===== config.mk =====
export PLATFORM = sky130hd
export DESIGN_NAME = chan_mux_pipe
export DESIGN_NICKNAME = d
export VERILOG_FILES = /design/src/rtl/chan_mux_pipe.sv
export SDC_FILE = /design/constraint.sdc
export NUM_CORES = 1
export LEC_CHECK = 0
export ABC_AREA = 0
export ABC_CLOCK_PERIOD_IN_PS = 4200
export CORE_MARGIN = 2
export CORE_UTILIZATION = 30
export DETAILED_ROUTE_END_ITERATION = 6
export PLACE_DENSITY_LB_ADDON = 0.1
export SYNTH_ARGS = -nofsm -noshare
export SYNTH_HDL_FRONTEND = slang
export SYNTH_SLANG_ARGS = --single-unit

===== constraint.sdc =====
create_clock -name clk -period 4.2 [get_ports clk]
set_input_delay 0.63 -clock clk [delete_from_list [all_inputs] [get_ports clk]]
set_output_delay 0.63 -clock clk [all_outputs]
set_load 0.01 [all_outputs]

===== src/rtl/chan_mux_pipe.sv =====
// N-to-1 channel multiplexer with a one-word registered output stage.
// Round-robin arbitration and its pointer exist only when CHAN_MUX_PIPE_RR_EN is defined.
module chan_mux_pipe #(
    parameter int unsigned NCH = 8,
    parameter int unsigned W   = 8
) (
    input  logic                               clk,
    input  logic                               rst_n,
    input  logic                               mode,
    input  logic [((NCH > 1) ? $clog2(NCH) : 1)-1:0] sel,
    input  logic [NCH*W-1:0]                   in_data,
    input  logic [NCH-1:0]                     in_valid,
    output logic [NCH-1:0]                     in_ready,
    output logic [W-1:0]                       out_data,
    output logic                               out_valid,
    input  logic                               out_ready,
    output logic [((NCH > 1) ? $clog2(NCH) : 1)-1:0] grant
);

    localparam int unsigned SW = (NCH > 1) ? $clog2(NCH) : 1;

    logic [W-1:0]   r_out_data;
    logic           r_out_valid;
    logic [SW-1:0]  r_grant;

    logic           w_load_en;
    logic [SW-1:0]  w_fix_gnt;
    logic           w_fix_ok;
    logic [SW-1:0]  w_gnt;
    logic           w_gnt_ok;
    logic [NCH-1:0] w_ready;
    logic           w_xfer;
    logic [W-1:0]   w_sel_data;

    assign w_load_en = !r_out_valid | out_ready;

    // Fixed mode: an out-of-range select grants nothing
    assign w_fix_gnt = sel;
    assign w_fix_ok  = (32'(sel) < NCH);

`ifdef CHAN_MUX_PIPE_RR_EN
    logic [SW-1:0]  r_ptr;
    logic [SW-1:0]  w_rr_hi;
    logic           w_rr_hi_ok;
    logic [SW-1:0]  w_rr_lo;
    logic           w_rr_lo_ok;
    logic [SW-1:0]  w_ptr_nxt;

    // Round-robin search: lowest valid index at or above ptr, else lowest valid overall (wrap)
    always_comb begin
        w_rr_hi    = '0;
        w_rr_hi_ok = 1'b0;
        w_rr_lo    = '0;
        w_rr_lo_ok = 1'b0;
        for (int k = int'(NCH) - 1; k >= 0; k--) begin
            if (in_valid[k]) begin
                w_rr_lo    = SW'(k);
                w_rr_lo_ok = 1'b1;
                if (SW'(k) >= r_ptr) begin
                    w_rr_hi    = SW'(k);
                    w_rr_hi_ok = 1'b1;
                end
            end
        end
    end

    always_comb begin
        w_gnt    = w_fix_gnt;
        w_gnt_ok = w_fix_ok;
        if (mode) begin
            w_gnt    = w_rr_hi_ok ? w_rr_hi : w_rr_lo;
            w_gnt_ok = w_rr_hi_ok | w_rr_lo_ok;
        end
    end

    assign w_ptr_nxt = ((32'(w_gnt) + 32'd1) >= NCH) ? '0 : (w_gnt + SW'(1));

    always_ff @(posedge clk) begin
        if (!rst_n) begin
            r_ptr <= '0;
        end else if (mode && w_xfer) begin
            r_ptr <= w_ptr_nxt;
        end
    end
`else
    logic w_mode_unused;
    assign w_mode_unused = mode;

    always_comb begin
        w_gnt    = w_fix_gnt;
        w_gnt_ok = w_fix_ok;
    end
`endif

    // One-hot ready toward the granted channel, gated by output-stage space
    always_comb begin
        w_ready = '0;
        for (int k = 0; k < int'(NCH); k++) begin
            w_ready[k] = rst_n & w_gnt_ok & w_load_en & (w_gnt == SW'(k));
        end
    end

    assign w_xfer = |(in_valid & w_ready);

    always_comb begin
        w_sel_data = '0;
        for (int k = 0; k < int'(NCH); k++) begin
            if (w_gnt == SW'(k)) begin
                w_sel_data = in_data[k*W +: W];
            end
        end
    end

    // Output stage: load on transfer, drop valid on consume, otherwise hold
    always_ff @(posedge clk) begin
        if (!rst_n) begin
            r_out_valid <= 1'b0;
            r_out_data  <= '0;
            r_grant     <= '0;
        end else if (w_xfer) begin
            r_out_valid <= 1'b1;
            r_out_data  <= w_sel_data;
            r_grant     <= w_gnt;
        end else if (out_ready) begin
            r_out_valid <= 1'b0;
        end
    end

    assign in_ready  = w_ready;
    assign out_data  = r_out_data;
    assign out_valid = r_out_valid;
    assign grant     = r_grant;

endmodule


Word level (Yosys, flattened, before mapping) --
Cells that the tools add are included.
Operators by class: add/subtract/negate cells 0, multipliers 0, divide/modulo/power cells 0, magnitude comparators 0, equality and inequality tests 7, shift-type cells 0, mux-type cells 10, bitwise operators 11, reduce and logical (&&, ||, !) cells 4
Operators with widths (number):
- $mux 8 | 8
- $eq 3x3->1 const B | 4
- $and 1x1->1 | 9
- $and 8x8->8 | 1
- $reduce_or 8->1 | 1
- $eq 3x2->1 const B | 2
- $eq 3x1->1 const B | 1
- $logic_not 3->1 | 1
- $mux 1 | 2
- $reduce_bool 2->1 | 1
- $logic_not 1->1 | 1
- $or 1x1->1 | 1
Storage, ports and cells: bits in registers 12, bits in latches 0, RAM bits 0, bits in read-only memories 0, input bits 79, output and inout bits 20, word-level logic and storage cells 35, memories kept 0

Depth between registers and ports, before layout --
depth after elaboration 9, gate-level depth with buffers 6, gate-level depth less buffers 4

Least setup slack after synthesis --
Ideal clock, no wire load.
path kind input to output, from input port sel[0] (netlist name), to output port in_ready[0], arrival time 1.510 ns, data required time 3.570 ns, slack 2.060 ns, stages 3, path buffers 2, path through buf_1 clkbuf_1 nor4_1
Between the ends: word-level cells in the longest chain between the ends 2
Ends and longest elaborated chain:
- start, declared | RTL line 10 | input logic [((NCH > 1) ? $clog2(NCH) : 1)-1:0] sel,
- $logic_not 3->1 | RTL line 99 | w_ready[k] = rst_n & w_gnt_ok & w_load_en & (w_gnt == SW'(k));
- $and 1x1->1 | RTL line 99
- end, declared | RTL line 13 | output logic [NCH-1:0] in_ready,
No other way between the ends.

Worst setup path after layout --
from input port rst_n, to output port in_ready[5]
Between the ends: word-level cells in the longest chain between the ends 2
Ends and longest elaborated chain:
- start, declared | RTL line 8 | input logic rst_n,
- $and 1x1->1 (2 in series) | RTL line 99
No other way between the ends.

==> flow_metrics.tcl <==
set metrics [dict create \
    placed_area_sq_mm 0.00215 \
    core_area_sq_mm 0.00369 \
    die_area_sq_mm 0.00437 \
    netlist_area_sq_mm 0.00116 \
    detail-route-antenna-nets 0 \
    ios 99 \
    ys_seq_area_share_pct 20.8 \
    fp.dieH_um 66.1 \
    reg2reg_from "out_valid$_SDFFE_PN0P_" \
    outcome "complete, no violations" \
    clk_pin_slew_ns 0.05 \
    cts.sinks 12 \
    regArea_sq_um 240 \
    drive_gt1_share_pct 5.15 \
    std_cell_rows 22 \
    holdBufCountCts 0 \
    hold_end "grant[0]$_SDFFE_PN0P_" \
    design_area_sq_mm 0.00221 \
    antenna_found_initial 0 \
    maxCapViolCount 0 \
    grt_usage_pct 18.2 \
    setup_slack_ns 0.834 \
    syn_nets 220 \
    vias_per_cell 5.06 \
    drt-met1-wl_um 1690 \
    fin_setup_tns_ns 0 \
    cts_tree "done" \
    leakagePower_nw 0.847 \
    dpl_worst_slack_ns 0.838 \
    num-nets-final 313 \
    setup_violations 0 \
    cts_setup_buffers 0 \
    grt_pass1_wl_um 6170 \
    post-route-period-util_pct 80.1 \
    hold_viol 0 \
    ir_drop_mv 0.0891 \
    htree_levels 1 \
    initial_utilization_pct 31.4 \
    wl_per_cell_um 14.2 \
    r2r-end "grant[0]$_SDFFE_PN0P_" \
    ys_ff_latch 12 \
    wl_met2_um 2010 \
    worst_hold_startpoint "grant[0]$_SDFFE_PN0P_" \
    skew_ns 0.000928 \
    portBuffers 97 \
    root_buffer "clkbuf_8" \
    drc_errors 0 \
    grt_max_degree 26 \
    wl_met3_um 253 \
    period_minus_slack_ns 3.37 \
    r2r_cells 4 \
    finalMaxSlewViolations 0 \
    grt_pass1_vias 1405 \
    cts_resized 0 \
    max_freq_mhz 297 \
    firstDrtPassIters 4 \
    gr-total-overflow 0 \
    hold_path.class "reg2reg" \
    p_per_area_mw_per_mm2 212 \
    worstPathArrival_ns 2.74 \
    clk-insertion-delay-late_ns 0.25 \
    reg2reg_slack_ns 2.81 \
    worstMarginPinSlew_ns 0.558 \
    diodes 0 \
    cts_inserted_buffers 3 \
    whs_path_depth 2 \
    slew_headroom_pct 62.7 \
    wirelength_um 4000 \
    synthesis.instances 141 \
    area_growth_pct 90.8 \
    crit_required_ns 3.57 \
    synth_area_per_cell_sq_um 8.21 \
    num_vias 1421 \
    fillers 378 \
    top_layer "met4" \
    clockBufferDepth 2 \
    gp_congestion 0.820 \
    drt-initial-drc-count 76 \
    dp_hpwl_um 3320 \
    start_kind "primary input" \
    critPathMaxFanout 14 \
    crit_type "in2out" \
    cp-startpoint "rst_n" \
    synth_cell_types 30 \
    yosysWarnings 0 \
    multiInputGateArea_sq_um 841 \
    critPathCaptureType "output port" \
    rsz0062_at_grt "false" \
    fp.dieW_um 66.1 \
]
worst max path at each step:
| stage | endpoint | cells past startpoint |
|---|---|---|
| detailed placement | in_ready[5] | 4 |
| floorplan | in_ready[0] | 3 |
| CTS | in_ready[5] | 4 |
| global placement | in_ready[1] | 5 |
| global route | in_ready[5] | 4 |
| finish | in_ready[5] | 4 |
cells by family (layout without fill, tap and decap cells):
family | count (synthesis) | in the layout | share of synthesized area (%)
compound gates | 49 | 49 | 29.9
buf+inv | 16 | 108 | 6.59
flops | 12 | 12 | 20.8
mux | 22 | 22 | 22.6
simple gates | 42 | 42 | 20.1
placed cells by master, fill, tap and decap left out, drive strengths merged:
cell type	n
nor4	2
and2	1
o21ai	11
nand2	8
or3b	1
clkbuf	4
or2	1
a21boi	1
nor3	2
a2bb2oi	3
a22oi	5
and3	3
dfxtp	12
inv	3
a31oi	3
clkdlybuf4s50	97
o21bai	3
nand3	5
mux4	2
nand3b	5
nand2b	1
mux2i	20
nor2	5
a22o	5
nor2b	8
o211ai	18
buf	4
critical path, cell delays in order:
cell,delay [ns]
clkdlybuf4s50_1,0.75
nand2_1,0.41
nor4_1,0.33
clkdlybuf4s50_1,0.61
sequential cells by signal, indices dropped and copies added, names as in the netlist:
signal	flops
grant	3
out_data	8
out_valid	1
cell usage after synthesis:
library cell  number  share of area, %
nor3_1             2              0.86
clkbuf_1           7               2.3
and3_1             3               1.6
nand3_1            5               2.2
a22o_1             5               3.8
mux2i_4            1               1.9
a22oi_1            5               3.2
o21bai_1           3               1.9
nand2b_1           1              0.54
buf_6              2               1.9
inv_1              3              0.97
nand2_1            8               2.6
buf_2              1              0.43
a2bb2oi_1          3               2.3
mux2i_1           19                16
or2_4              1              0.76
a31oi_1            3               1.6
nor2b_1            8               4.3
o211ai_1          18                12
dfxtp_1           12                21
nand3b_1           5               3.2
and2_1             1              0.54
buf_1              3              0.97
a21boi_0           1              0.65
mux4_1             1               2.3
mux4_2             1               1.9
o21ai_0           11               4.8
nor2_1             5               1.6
nor4_1             2               1.1
or3b_2             1              0.76
power by group:
part	internal, mW	switching, mW	total (mW)
clock	0.0829	0.0440	0.127
sequential	0.128	0.00748	0.136
combinational	0.129	0.0766	0.206
through the flow:
step | hold WS (ns) | total power, mW | cells | util [%]
after floorplan | 0.482 | 0.225 | 141 | -
after global placement | 0.447 | 0.340 | 277 | 58.4
after detailed placement | 0.474 | 0.344 | 277 | 58.4
after CTS | 0.483 | 0.471 | 281 | 59.9
after global routing | 0.498 | 0.493 | 281 | 59.9
final | 0.473 | 0.469 | 281 | 59.9
layout make-up:
class	count	area share [%]
multi-input cells	113	38.1
repair buffers	101	45.3
well taps	48	2.72
flip-flops and latches	12	10.9
inverters	3	0.510
clock buffers	4	2.49
per-layer routing:
layer  vias up  track usage (%)
met4         0             6.12
li1        724                -
met2        51             33.1
met5         -                0
met3         6             2.73
met1       640             21.5
Power figures use the tool's default switching activity.
